File: config.mk
export PLATFORM = sky130hd
export DESIGN_NAME = turf_bus_arbiter_flat
export DESIGN_NICKNAME = d
export VERILOG_FILES = /design/src/rtl/turf_arb_pkg.sv /design/src/rtl/turf_bus_arbiter_if.sv /design/src/rtl/turf_arb_rr2.sv /design/src/rtl/turf_bus_arbiter.sv /design/src/flat_wrapper.sv
export SDC_FILE = /design/constraint.sdc
export NUM_CORES = 1
export LEC_CHECK = 0
export ABC_AREA = 0
export CAP_MARGIN = 25
export CORE_ASPECT_RATIO = 0.5
export CORE_MARGIN = 5
export CORE_UTILIZATION = 25
export CTS_BUF_LIST = sky130_fd_sc_hd__clkbuf_8
export DETAILED_ROUTE_END_ITERATION = 12
export GPL_TIMING_DRIVEN = 1
export PLACE_DENSITY_LB_ADDON = 0.3
export SLEW_MARGIN = 30
export SYNTH_ARGS = -nofsm -noshare
export SYNTH_HDL_FRONTEND = slang
export SYNTH_SLANG_ARGS = --single-unit
File: constraint.sdc
create_clock -name clk_i -period 3.8 [get_ports clk_i]
set_input_delay 1.14 -clock clk_i [delete_from_list [all_inputs] [get_ports clk_i]]
set_output_delay 1.14 -clock clk_i [all_outputs]
set_load 0.02 [all_outputs]
File: src/rtl/turf_arb_pkg.sv
// Shared types and constants for the TURF register-bus arbiter.
// Holds FSM state encoding, command payload layout and master indices.
package turf_arb_pkg;

   localparam int unsigned ADDR_W  = 6;
   localparam int unsigned BANK_W  = 2;
   localparam int unsigned DATA_W  = 32;
   localparam int unsigned WAIT_W  = 8;
   localparam int unsigned TOCNT_W = 16;
   localparam int unsigned NUM_M   = 2;

   localparam logic M0_IDX = 1'b0;
   localparam logic M1_IDX = 1'b1;

   localparam logic [DATA_W-1:0] TIMEOUT_DATA_DEF = 32'hDEAD_DEAD;

   typedef enum logic [1:0] {
      ST_IDLE  = 2'd0,
      ST_ISSUE = 2'd1,
      ST_WAIT  = 2'd2,
      ST_DONE  = 2'd3
   } arb_state_e;

   // Command fields forwarded to the TURF side and held for the whole transaction
   typedef struct packed {
      logic [ADDR_W-1:0] addr;
      logic [BANK_W-1:0] bank;
      logic [DATA_W-1:0] dat;
   } turf_cmd_t;

   function automatic logic [TOCNT_W-1:0] sat_inc(input logic [TOCNT_W-1:0] v);
      return (&v) ? v : v + TOCNT_W'(1);
   endfunction

endpackage

File: src/rtl/turf_bus_arbiter_if.sv
// Per-requester handshake bundle: a master raises req with a command and
// receives a one-cycle ack with error flag and read data.
interface turf_bus_arbiter_if;
   import turf_arb_pkg::*;

   logic              req;
   logic              wr;
   logic [ADDR_W-1:0] addr;
   logic [BANK_W-1:0] bank;
   logic [DATA_W-1:0] wdat;
   logic              ack;
   logic              err;
   logic [DATA_W-1:0] rdat;

   modport master (
      output req, wr, addr, bank, wdat,
      input  ack, err, rdat
   );

   modport slave (
      input  req, wr, addr, bank, wdat,
      output ack, err, rdat
   );

endinterface

File: src/rtl/turf_arb_rr2.sv
// Two-way round-robin pick: a lone requester wins, a tie goes to the
// master that did not own the previous transaction.
module turf_arb_rr2 (
   input  logic [1:0] req_i,
   input  logic       last_grant_i,
   output logic [1:0] gnt_c_o
);

   always_comb begin
      gnt_c_o = 2'b00;
      case (req_i)
         2'b01:   gnt_c_o = 2'b01;
         2'b10:   gnt_c_o = 2'b10;
         2'b11:   gnt_c_o = last_grant_i ? 2'b01 : 2'b10;
         default: gnt_c_o = 2'b00;
      endcase
   end

endmodule

File: src/rtl/turf_bus_arbiter.sv
// Shares the TURF register-access path between the PLX decoder (master 0)
// and the housekeeping poller (master 1), one transaction at a time.
module turf_bus_arbiter
   import turf_arb_pkg::*;
#(
   parameter int unsigned       TIMEOUT_CYCLES = 255,
   parameter logic [DATA_W-1:0] TIMEOUT_DATA   = TIMEOUT_DATA_DEF
) (
   input  logic                clk_i,
   input  logic                rst_i,
   turf_bus_arbiter_if.slave   m0,
   turf_bus_arbiter_if.slave   m1,
   output logic                s_wr_o,
   output logic                s_rd_o,
   output logic [ADDR_W-1:0]   s_addr_o,
   output logic [BANK_W-1:0]   s_bank_o,
   output logic [DATA_W-1:0]   s_dat_o,
   input  logic [DATA_W-1:0]   s_dat_i,
   input  logic                s_ack_i,
   output logic [NUM_M-1:0]    grant_o,
   output logic [TOCNT_W-1:0]  timeout_cnt_o
);

   localparam int unsigned WAIT_CW = WAIT_W + 1;
   localparam logic [WAIT_CW-1:0] WAIT_LIM = WAIT_CW'(TIMEOUT_CYCLES);

   arb_state_e          state_q,  state_d;
   turf_cmd_t           cmd_q,    cmd_d;
   logic                s_wr_q,   s_wr_d;
   logic                s_rd_q,   s_rd_d;
   logic [NUM_M-1:0]    grant_q,  grant_d;
   logic                last_q,   last_d;
   logic [WAIT_W-1:0]   wait_q,   wait_d;
   logic [NUM_M-1:0]    ack_q,    ack_d;
   logic [NUM_M-1:0]    err_q,    err_d;
   logic [DATA_W-1:0]   rdat0_q,  rdat0_d;
   logic [DATA_W-1:0]   rdat1_q,  rdat1_d;
   logic [TOCNT_W-1:0]  tocnt_q,  tocnt_d;

   logic [NUM_M-1:0]    pick_c;
   turf_cmd_t           sel_cmd_c;
   logic                sel_wr_c;
   logic                fin_c;
   logic                fin_err_c;
   logic [DATA_W-1:0]   fin_dat_c;
   logic                wait_hit_c;

   turf_arb_rr2 u_rr2 (
      .req_i        ({m1.req, m0.req}),
      .last_grant_i (last_q),
      .gnt_c_o      (pick_c)
   );

   // Command of whichever master the round-robin picked this cycle
   always_comb begin
      if (pick_c[M1_IDX]) begin
         sel_wr_c  = m1.wr;
         sel_cmd_c = '{addr: m1.addr, bank: m1.bank, dat: m1.wdat};
      end else begin
         sel_wr_c  = m0.wr;
         sel_cmd_c = '{addr: m0.addr, bank: m0.bank, dat: m0.wdat};
      end
   end

   assign wait_hit_c = (WAIT_CW'(wait_q) + WAIT_CW'(1)) == WAIT_LIM;

   always_ff @(posedge clk_i) begin
      if (rst_i) begin
         state_q <= ST_IDLE;
         cmd_q   <= '0;
         s_wr_q  <= 1'b0;
         s_rd_q  <= 1'b0;
         grant_q <= '0;
         last_q  <= M1_IDX;
         wait_q  <= '0;
         ack_q   <= '0;
         err_q   <= '0;
         rdat0_q <= '0;
         rdat1_q <= '0;
         tocnt_q <= '0;
      end else begin
         state_q <= state_d;
         cmd_q   <= cmd_d;
         s_wr_q  <= s_wr_d;
         s_rd_q  <= s_rd_d;
         grant_q <= grant_d;
         last_q  <= last_d;
         wait_q  <= wait_d;
         ack_q   <= ack_d;
         err_q   <= err_d;
         rdat0_q <= rdat0_d;
         rdat1_q <= rdat1_d;
         tocnt_q <= tocnt_d;
      end
   end

   // Next-state: completion is resolved in ISSUE/WAIT so the ack lands in DONE
   always_comb begin
      state_d   = state_q;
      cmd_d     = cmd_q;
      s_wr_d    = 1'b0;
      s_rd_d    = 1'b0;
      grant_d   = grant_q;
      last_d    = last_q;
      wait_d    = wait_q;
      ack_d     = '0;
      err_d     = '0;
      rdat0_d   = rdat0_q;
      rdat1_d   = rdat1_q;
      tocnt_d   = tocnt_q;
      fin_c     = 1'b0;
      fin_err_c = 1'b0;
      fin_dat_c = s_dat_i;

      case (state_q)
         ST_IDLE: begin
            if (|pick_c) begin
               grant_d = pick_c;
               last_d  = pick_c[M1_IDX];
               cmd_d   = sel_cmd_c;
               s_wr_d  = sel_wr_c;
               s_rd_d  = ~sel_wr_c;
               state_d = ST_ISSUE;
            end
         end
         ST_ISSUE: begin
            if (s_ack_i) begin
               fin_c = 1'b1;
            end else begin
               wait_d  = '0;
               state_d = ST_WAIT;
            end
         end
         ST_WAIT: begin
            if (s_ack_i) begin
               fin_c = 1'b1;
            end else if (wait_hit_c) begin
               fin_c     = 1'b1;
               fin_err_c = 1'b1;
               fin_dat_c = TIMEOUT_DATA;
               tocnt_d   = sat_inc(tocnt_q);
            end else begin
               wait_d = wait_q + WAIT_W'(1);
            end
         end
         ST_DONE: begin
            grant_d = '0;
            state_d = ST_IDLE;
         end
         default: state_d = ST_IDLE;
      endcase

      // Writes load the result register too, keeping the completion path uniform
      if (fin_c) begin
         state_d = ST_DONE;
         ack_d   = grant_q;
         err_d   = grant_q & {NUM_M{fin_err_c}};
         if (grant_q[M0_IDX]) rdat0_d = fin_dat_c;
         if (grant_q[M1_IDX]) rdat1_d = fin_dat_c;
      end
   end

   assign m0.ack  = ack_q[M0_IDX];
   assign m0.err  = err_q[M0_IDX];
   assign m0.rdat = rdat0_q;
   assign m1.ack  = ack_q[M1_IDX];
   assign m1.err  = err_q[M1_IDX];
   assign m1.rdat = rdat1_q;

   assign s_wr_o        = s_wr_q;
   assign s_rd_o        = s_rd_q;
   assign s_addr_o      = cmd_q.addr;
   assign s_bank_o      = cmd_q.bank;
   assign s_dat_o       = cmd_q.dat;
   assign grant_o       = grant_q;
   assign timeout_cnt_o = tocnt_q;

endmodule

File: src/flat_wrapper.sv
// flat-port wrapper written by rule: the top's interface ports become plain ports
module turf_bus_arbiter_flat import turf_arb_pkg::*;
#(
   parameter int unsigned       TIMEOUT_CYCLES = 255,
   parameter logic [DATA_W-1:0] TIMEOUT_DATA   = TIMEOUT_DATA_DEF
)
  (clk_i, rst_i, s_wr_o, s_rd_o, s_addr_o, s_bank_o, s_dat_o, s_dat_i, s_ack_i, grant_o, timeout_cnt_o, m0_req, m0_wr, m0_addr, m0_bank, m0_wdat, m0_ack, m0_err, m0_rdat, m1_req, m1_wr, m1_addr, m1_bank, m1_wdat, m1_ack, m1_err, m1_rdat);
  turf_bus_arbiter_if m0_i ();
  turf_bus_arbiter_if m1_i ();
  input  logic clk_i;
  input  logic rst_i;
  output logic s_wr_o;
  output logic s_rd_o;
  output logic [ADDR_W-1:0] s_addr_o;
  output logic [BANK_W-1:0] s_bank_o;
  output logic [DATA_W-1:0] s_dat_o;
  input  logic [DATA_W-1:0] s_dat_i;
  input  logic s_ack_i;
  output logic [NUM_M-1:0] grant_o;
  output logic [TOCNT_W-1:0] timeout_cnt_o;
  input wire logic [$bits(m0_i.req)-1:0] m0_req;
  input wire logic [$bits(m0_i.wr)-1:0] m0_wr;
  input wire logic [$bits(m0_i.addr)-1:0] m0_addr;
  input wire logic [$bits(m0_i.bank)-1:0] m0_bank;
  input wire logic [$bits(m0_i.wdat)-1:0] m0_wdat;
  output wire logic [$bits(m0_i.ack)-1:0] m0_ack;
  output wire logic [$bits(m0_i.err)-1:0] m0_err;
  output wire logic [$bits(m0_i.rdat)-1:0] m0_rdat;
  input wire logic [$bits(m1_i.req)-1:0] m1_req;
  input wire logic [$bits(m1_i.wr)-1:0] m1_wr;
  input wire logic [$bits(m1_i.addr)-1:0] m1_addr;
  input wire logic [$bits(m1_i.bank)-1:0] m1_bank;
  input wire logic [$bits(m1_i.wdat)-1:0] m1_wdat;
  output wire logic [$bits(m1_i.ack)-1:0] m1_ack;
  output wire logic [$bits(m1_i.err)-1:0] m1_err;
  output wire logic [$bits(m1_i.rdat)-1:0] m1_rdat;
  assign m0_i.req = m0_req;
  assign m0_i.wr = m0_wr;
  assign m0_i.addr = m0_addr;
  assign m0_i.bank = m0_bank;
  assign m0_i.wdat = m0_wdat;
  assign m0_ack = m0_i.ack;
  assign m0_err = m0_i.err;
  assign m0_rdat = m0_i.rdat;
  assign m1_i.req = m1_req;
  assign m1_i.wr = m1_wr;
  assign m1_i.addr = m1_addr;
  assign m1_i.bank = m1_bank;
  assign m1_i.wdat = m1_wdat;
  assign m1_ack = m1_i.ack;
  assign m1_err = m1_i.err;
  assign m1_rdat = m1_i.rdat;
  turf_bus_arbiter #(.TIMEOUT_CYCLES(TIMEOUT_CYCLES), .TIMEOUT_DATA(TIMEOUT_DATA)) u_core (.clk_i(clk_i), .rst_i(rst_i), .m0(m0_i), .m1(m1_i), .s_wr_o(s_wr_o), .s_rd_o(s_rd_o), .s_addr_o(s_addr_o), .s_bank_o(s_bank_o), .s_dat_o(s_dat_o), .s_dat_i(s_dat_i), .s_ack_i(s_ack_i), .grant_o(grant_o), .timeout_cnt_o(timeout_cnt_o));
endmodule
==> metrics.txt, run 1 <==
Clock Root Buffer clkbuf_8; clock power share 0.297; met1 usage 0.167; H-tree lvl count 4; WS Path Type reg -> reg; HP Start u_core.m1.rdat[8]; Synthesized Nets a little over 800; worst slew pin tran roughly 0.75 ns; global routing's busiest layer met2; Slew Limit Fails 0; drt total wl approximately 19 mm; fin cells about 1.2k; Tmin final between 3 and 4 ns; initial antenna violation count 0; slack of the worst reg-to-reg path roughly 0.70 ns; Cell Int Power between 2 and 3 mW; register area share after synthesis 0.475; setup ws final slightly above 0.7 ns; Via-to-Cell Ratio around 4.7; CTS clk-pin slew, worst paths ~0.09 ns; Arr. time, crit path 3.47 ns; asr flop ratio synth 0; max cap viols 0; Rows 39; R2R Path Start u_core.state_q[0]; initial core utilization 0.256; # resized after CTS 0; first-pass GRT wire length between 30 and 40 mm; Multi-input gate area 2860 µm²; drt first-iter violations roughly 360; most frequent CP cell or4_1; P_leak between 3 and 4 nW; clk_skew ~0.019 ns; maximum vdd ir drop between 0.2 and 0.25 mV; Seq pwr share 0.397; Mean Syn Cell Area 8.49 µm²; Final period util 0.815; P&R area growth vs syn 54.8%; I/O pins 247; cts hold-fix bufs 0; highest cell delay on the worst timing path around 0.63 ns; Switch Pwr between 1 and 1.5 mW; die area 26800 µm²; synth unique cells 49; P per Cell Area 477 nW/µm²; CP startpoint kind flip-flop; Register-to-Register Path Depth 8; RSZ-0062 raised after global routing no; number of global-route vias before repair 5647; M2 GR Usage 0.241; GRT overflow 0; post-route cell area 9070 µm²; setup bufs post-CTS 0; layout cells sized above 1 0.0647; cells after synthesis 690; Detail Route Antenna Nets 0; vias after detailed routing between 5k and 6k; Comb pwr share 0.306; clock tree from TritonCTS done; TNS Setup 0 ns; Tot GR Track Use 0.138; placed instance count ~1.2k; largest net degree at the start of global routing 94; hpwl dp 13.8 mm; most common cell after layout, fill and taps aside clkdlybuf4s50_1; RR Endpoint u_core.timeout_cnt_o[15]; CP required about 4.2 ns; die height around 120 µm; clk buf depth 2; PortBufs about 250; synthesized flop and latch total between 100 and 150; clock net sink count around 140; Final #Nets 1040; fmax about 320 MHz; Critical-path top delay cell or4_1; Sw Ratio 0.329; Setup crit start u_core.state_q[0]; worst skew pair latency between 0.4 and 0.5 ns; crit path to u_core.timeout_cnt_o[15]; yosys warns 0; Reg area ~2800 µm²; Hold Crit Class reg -> reg; GPL Wtd Cong 0.789; crit-path cells inv_1, ha_1, nand3b_1, or4_4, and2_4, or4_1, or4_1, a21oi_1; result of the run finished clean; ant diodes 0; Post-Place Cell Area slightly below 9000 µm²; CTS Buf Count 17; Post-Syn Area 5860 µm²; DRC violations left 0; final hold violations 0; Routed wire per std cell ~15 µm; routing usage on met3 0.0354; pre-CTS WS a little over 0.6 ns; Core Region 22900 µm²; Pre-Repair DR Iteration Count 5; final setup vio count 0; most frequent cells in the layout clkdlybuf4s50_1 (245), dfxtp_1 (139), nor3_1 (94); most used flip-flop cell after synthesis dfxtp_1; Die Wd about 230 µm; worst relative slew slack 0.495; EDFF count, synth 0; CP max FO 11; CP Capture Type flip-flop; fill count between 2k and 2.5k
==> critical path, delay by kind of cell, from the launching register on <==
family          cells  cell delay [ns]
buf+inv             1             0.12
fa+ha+maj           1             0.43
flops               1             0.35
compound gates      1             0.15
simple gates        5             1.98
==> cell type report <==
type / count / share of cell area
clock inverters: 14 / 0.0185
clock buffers: 18 / 0.0273
repair buffers: 258 / 0.286
well taps: 307 / 0.0423
inverters: 11 / 0.00455
multi-input cells: 487 / 0.315
flip-flops and latches: 139 / 0.307
==> worst min path at each step <==
stage                    endpoint  depth (start not counted)
2_1_floorplan    u_core.wait_q[7]                          2
3_3_place_gp    u_core.m1.rdat[4]                          2
3_5_place_dp    u_core.m1.rdat[8]                          2
4_1_cts         u_core.m1.rdat[8]                          2
5_1_grt        u_core.m1.rdat[29]                          2
6_report        u_core.m1.rdat[8]                          2
==> Yosys cell counts, drive strengths merged, types with 4 or more instances <==
| cell type | n | area [µm²] |
|---|---|---|
| a211oi | 41 | 308 |
| a21oi | 46 | 230 |
| a31oi | 4 | 25.0 |
| buf | 6 | 31.3 |
| clkbuf | 47 | 176 |
| dfxtp | 139 | 2780 |
| ha | 7 | 87.6 |
| inv | 11 | 41.3 |
| mux2i | 42 | 420 |
| nand2 | 37 | 139 |
| nand2b | 4 | 25.0 |
| nand3 | 34 | 175 |
| nand4 | 4 | 25.0 |
| nor2 | 91 | 342 |
| nor3 | 97 | 490 |
| nor4 | 4 | 25.0 |
| o21ai | 16 | 80.1 |
| o31ai | 4 | 30.0 |
| or3 | 9 | 56.3 |
| or4 | 11 | 86.3 |
==> through the flow <==
step                power (mW)   util  hold WS, ns
finish                    4.33  0.396        0.459
global route              4.57  0.396        0.487
CTS                       4.40  0.395        0.459
detailed placement        3.09  0.377        0.448
global placement          3.06  0.377        0.442
floorplan                 2.47      -        0.466
==> routing by layer <==
layer  up-vias  wire, µm  share of wire
met1      2681      8160           0.43
li1       2930         -              -
met5         -         0              0
met2       143      9540           0.50
met3        21      1060          0.055
met4         0       314          0.016
==> power groups by stage <==
stage	clock network, mW	logic, mW	registers (mW)
global placement	0	1.32	1.74
finish	1.29	1.33	1.72
floorplan	0	0.545	1.93
global route	1.39	1.44	1.74
CTS	1.34	1.34	1.72
detailed placement	0	1.34	1.75
==> cells by family (layout without fill, tap and decap cells) <==
logic type,after synthesis,count (layout),synth area share
AND/OR/NAND/NOR,309,309,0.256
flip-flops,139,139,0.475
AO/OA/AOI/OAI,128,128,0.139
buffers and inverters,64,301,0.0425
multiplexers,42,42,0.0717
adder cells (fa/ha/maj),7,7,0.0149
XOR/XNOR,1,1,0.00149
==> registers in the layout, indices dropped and copies added (netlist names) <==
register and count:
u_core.s_rd_o 1, u_core.grant_o 2, u_core.ack_q 2, u_core.state_q 2, u_core.s_dat_o 32, u_core.m0.rdat 32
u_core.s_bank_o 2, u_core.wait_q 8, u_core.s_wr_o 1, u_core.last_q 1, u_core.s_addr_o 6, u_core.err_q 2
u_core.timeout_cnt_o 16, u_core.m1.rdat 32
(Power assumes the default switching activity.)
==> inputs of run 2 (changes only) <==
clock period = 2.9 ns   (was 3.8 ns; I/O delays follow)
==> run 2 against run 1 <==
  * Sequential share of layout area fell by 0.38 points
  * Cell area rose by 1.2%
  * Register-to-register slack worse by 0.57 ns
  * Setup slack worse by 0.57 ns
  * Global-route usage up 0.76 points
  * Critical path depth fell by 2
  * Critical endpoint unchanged
  * Power up 29%
  * Sequential cell count is the same
  * Routed wire length grew 1.8%
  * Critical path type unchanged
  * Hold slack worse by 0.0020 ns
==> metrics.txt, run 2 (synthesis gave the netlist of run 1 again) <==
result of the run finished clean; P per Cell Area slightly above 600 nW/µm²; die area roughly 27000 µm²; R2R Path Start u_core.wait_q[1]; drt total wl slightly below 20 mm; TNS Setup 0 ns; Detail Route Antenna Nets 0; hpwl dp approximately 14 mm; fmax 362 MHz; Final Util 0.400; worst relative slew slack 0.557; setup ws final 0.138 ns; initial antenna violation count 0; Multi-input gate area 2860 µm²; number of global-route vias before repair around 5.9k; Hold EP u_core.m1.rdat[1]; Arr. time, crit path approximately 3.2 ns; RR Endpoint u_core.timeout_cnt_o[15]; PortBufs 246; initial core utilization 0.256; Tmin final around 2.8 ns; most frequent cells in the layout clkdlybuf4s50_1 (245), dfxtp_1 (139), nor3_1 (94); die height about 120 µm; setup bufs post-CTS 0; Pre-Repair DR Iteration Count 4; largest net degree at the start of global routing 87; Slew Limit Fails 0; Hold Crit Class reg -> reg; hold slack 0.457 ns; clk_skew between 0.01 and 0.015 ns; GPL Wtd Cong a little over 0.8; CP startpoint kind flip-flop; final hold violations 0; first-pass GRT wire length approximately 32 mm; maximum vdd ir drop slightly above 0.4 mV; worst slew pin tran between 0.6 and 0.7 ns; cts hold-fix bufs 0; ant diodes 0; GRT overflow 0; # resized after CTS 0; Reg area roughly 2800 µm²; Register-to-Register Path Depth 6; I/O pins about 250; Clock Root Buffer clkbuf_8; final setup vio count 0; drt first-iter violations roughly 330; clock net sink count about 140; Final period util 0.953; CP max FO 10; max cap viols 0; worst hold stages 2; CTS Buf Count 17; Tot Pwr 5.57 mW; HP Start u_core.m1.rdat[1]; Via-to-Cell Ratio 4.69; fill count 2318; RSZ-0062 raised after global routing no; CP required about 3.3 ns; Final #Nets 1050; P_leak around 3.1 nW; clock tree from TritonCTS done; CP Capture Type flip-flop; slack of the worst reg-to-reg path 0.14 ns; WS Path Type reg -> reg; Core Region between 20000 and 25000 µm²; Routed wire per std cell about 16 µm; worst skew pair latency between 0.4 and 0.5 ns; H-tree lvl count 4; vias after detailed routing 5834; Tot GR Track Use 0.146; pre-CTS WS between 0.15 and 0.2 ns; layout cells sized above 1 0.0726; P&R area growth vs syn 56.7%; clk buf depth 2; CTS clk-pin slew, worst paths about 0.090 ns; Rows 39; most common cell after layout, fill and taps aside clkdlybuf4s50_1; Die Wd roughly 230 µm; DRC violations left 0
## run 2: cell count changes in the layout (fill, tap and decap cells not counted), sizes merged
cell      previous run  this run
clkinv               5         3
bufinv               3         2
clkbuf              18        17
clkinvlp             3         6
inv                 14        15
buf                 13        23
## run 2: final cells by class
cell class              count  area share
clock buffers              17      0.0255
clock inverters            15      0.0166
inverters                  11     0.00450
multi-input cells         487       0.311
flip-flops and latches    139       0.303
well taps                 307      0.0418
repair buffers            268       0.298
## run 2: where the power goes
group,internal [mW],switching [mW],total [mW]
sequential,2.13,0.124,2.25
combinational,0.817,0.925,1.74
clock,0.760,0.811,1.57
## run 2: worst max-delay path, stage by stage, from the launching register on
cell and delay, ns:
dfxtp_1 0.45, nand3_2 0.17, or4_4 0.57, and2_4 0.21, or4_1 0.63, or4_1 0.53, a21oi_1 0.15
## run 2: per-stage QoR
step	cell area (µm²)	instances
floorplan	5860	690
global placement	8770	1211
detailed placement	8770	1211
CTS	9160	1243
global route	9190	1244
finish	9190	1244
## run 2: worst max path at each step
stage / endpoint / start / depth (start not counted)
after global routing: u_core.timeout_cnt_o[15] / u_core.wait_q[1] / 6
final: u_core.timeout_cnt_o[15] / u_core.wait_q[1] / 6
after detailed placement: u_core.timeout_cnt_o[15] / s_ack_i / 4
after floorplan: u_core.timeout_cnt_o[15] / u_core.state_q[0] / 11
after CTS: u_core.timeout_cnt_o[15] / u_core.wait_q[1] / 6
after global placement: u_core.timeout_cnt_o[15] / s_ack_i / 4
## run 2: layer usage
metal	up-vias	part of all wire	GRT usage
li1	2959	-	-
met1	2711	0.43	0.179
met2	143	0.50	0.245
met3	21	0.055	0.0466
met4	0	0.021	0.0469
met5	-	0	0
==> inputs of run 3 (changes only) <==
CTS_BUF_LIST = sky130_fd_sc_hd__clkbuf_16   (was sky130_fd_sc_hd__clkbuf_8)
==> run 3 against run 2 <==
  * Fmax grew 0.13%
  * Combinational power is essentially flat
  * First-iteration DRC count shrank 6.0%
  * Global-route usage is essentially flat
  * Non-clock buffer count is the same
  * Cell count is the same
  * Sequential cell count is the same
  * Clock skew shrank 0.0047 ns
  * Utilization grew 0.83 points
  * Routed wire length grew 0.11%
  * Die area is the same
==> metrics.txt, run 3 (synthesis gave the netlist of run 1 again) <==
result of the run finished clean; die height 118 µm; critical path's top delay family simple AND/OR/NAND/NOR gates; number of global-route vias before repair about 5.9k; ant diodes 0; Critical-path top delay cell or4_1; GRT overflow 0; fmax about 360 MHz; final hold violations 0; Routed wire per std cell between 15 and 20 µm; drt first-iter violations about 310; worst skew pair latency between 0.4 and 0.5 ns; CP Capture Type flip-flop; Via-to-Cell Ratio about 4.7; clk buf depth 2; Clock Root Buffer clkbuf_16; CP startpoint kind flip-flop; fill count 2296; Die Wd roughly 230 µm; CP required 3.26 ns; max cap viols 0; Rows 39; most frequent cells in the layout clkdlybuf4s50_1 (245), dfxtp_1 (139), nor3_1 (94); initial core utilization 0.256; CTS clk-pin slew, worst paths around 0.060 ns; Core Region roughly 23000 µm²; CP max FO 10; P per Cell Area 654 nW/µm²; highest cell delay on the worst timing path about 0.63 ns; H-tree lvl count 4; first-pass GRT wire length ~32 mm; Multi-input gate area roughly 2900 µm²; Final period util 0.951; RSZ-0062 raised after global routing no; Worst Path Buf+Inv 0; I/O pins about 250; final setup vio count 0; vias after detailed routing a little under 6k; clk_skew around 0.009 ns; die area approximately 27000 µm²; Hold Crit Class reg -> reg; layout cells sized above 1 0.0726; drt total wl 19.4 mm; Tot GR Track Use 0.146; CTS Buf Count 17; Detail Route Antenna Nets 0; P&R area growth vs syn 60.0%; Final #Nets approximately 1.1k; clock tree from TritonCTS done; P_leak about 3.2 nW; most frequent CP cell or4_1; cts hold-fix bufs 0; Slew Limit Fails 0; maximum vdd ir drop about 0.37 mV; crit-path cells nand3_2, or4_4, and2_4, or4_1, or4_1, a21oi_1; Pre-Repair DR Iteration Count 4; Tot Pwr ~6.1 mW; setup ws final about 0.14 ns; Tmin final 2.76 ns; worst relative slew slack 0.556; PortBufs ~250; initial antenna violation count 0; setup bufs post-CTS 0; Reg area roughly 2800 µm²; # resized after CTS 0; clock net sink count roughly 140; pre-CTS WS between 0.15 and 0.2 ns; Final Util 0.409; DRC violations left 0; Arr. time, crit path between 3 and 4 ns; WS Path Type reg -> reg; most common cell after layout, fill and taps aside clkdlybuf4s50_1; worst slew pin tran 0.664 ns; largest net degree at the start of global routing just under 90; hpwl dp 14.2 mm; GPL Wtd Cong around 0.81; TNS Setup 0 ns
## run 3: cell counts in the layout (fill, tap and decap cells not counted)
Identical to the previous run, type by type.
## run 3: area by class of cell
class,count,share of cell area
Clock inverter,15,0.0163
Multi-Input combinational cell,487,0.305
Tap cell,307,0.0410
Inverter,11,0.00440
Clock buffer,17,0.0454
Sequential cell,139,0.297
Timing Repair Buffer,268,0.291
## run 3: worst paths after layout
| check | end | slack, ns | cells past startpoint | from |
|---|---|---|---|---|
| setup / recovery | u_core.timeout_cnt_o[15] | 0.14 | 6 | u_core.wait_q[1] |
| hold / removal | u_core.m1.rdat[8] | 0.46 | 2 | u_core.m1.rdat[8] |
| setup reg to reg | u_core.timeout_cnt_o[15] | 0.14 | 6 | u_core.wait_q[1] |
| hold reg to reg | u_core.m1.rdat[8] | 0.46 | 2 | u_core.m1.rdat[8] |
## run 3: power by group
group	total [mW]	switching (mW)	internal [mW]
clock	2.14	0.873	1.26
combinational	1.74	0.926	0.817
sequential	2.25	0.124	2.13
total	6.13	1.92	4.21
## run 3: worst reg2reg max path, stage by stage (launching register included)
cell,delay [ns]
dfxtp_1,0.44
nand3_2,0.17
or4_4,0.57
and2_4,0.21
or4_1,0.63
or4_1,0.53
a21oi_1,0.15
## run 3: per-stage QoR
| stage | hold slack (ns) | std cells | instance area, µm² |
|---|---|---|---|
| 2_1_floorplan | 0.466 | 690 | 5860 |
| 3_3_place_gp | 0.444 | 1211 | 8770 |
| 3_5_place_dp | 0.451 | 1211 | 8770 |
| 4_1_cts | 0.461 | 1243 | 9350 |
| 5_1_grt | 0.477 | 1244 | 9380 |
| 6_report | 0.459 | 1244 | 9380 |
## run 3: routing by layer
metal	routed length, µm	vias to the layer above	global-route usage
li1	-	2955	-
met1	8370	2745	0.181
met2	9690	138	0.247
met3	1010	22	0.0429
met4	377	0	0.0473
met5	0	-	0
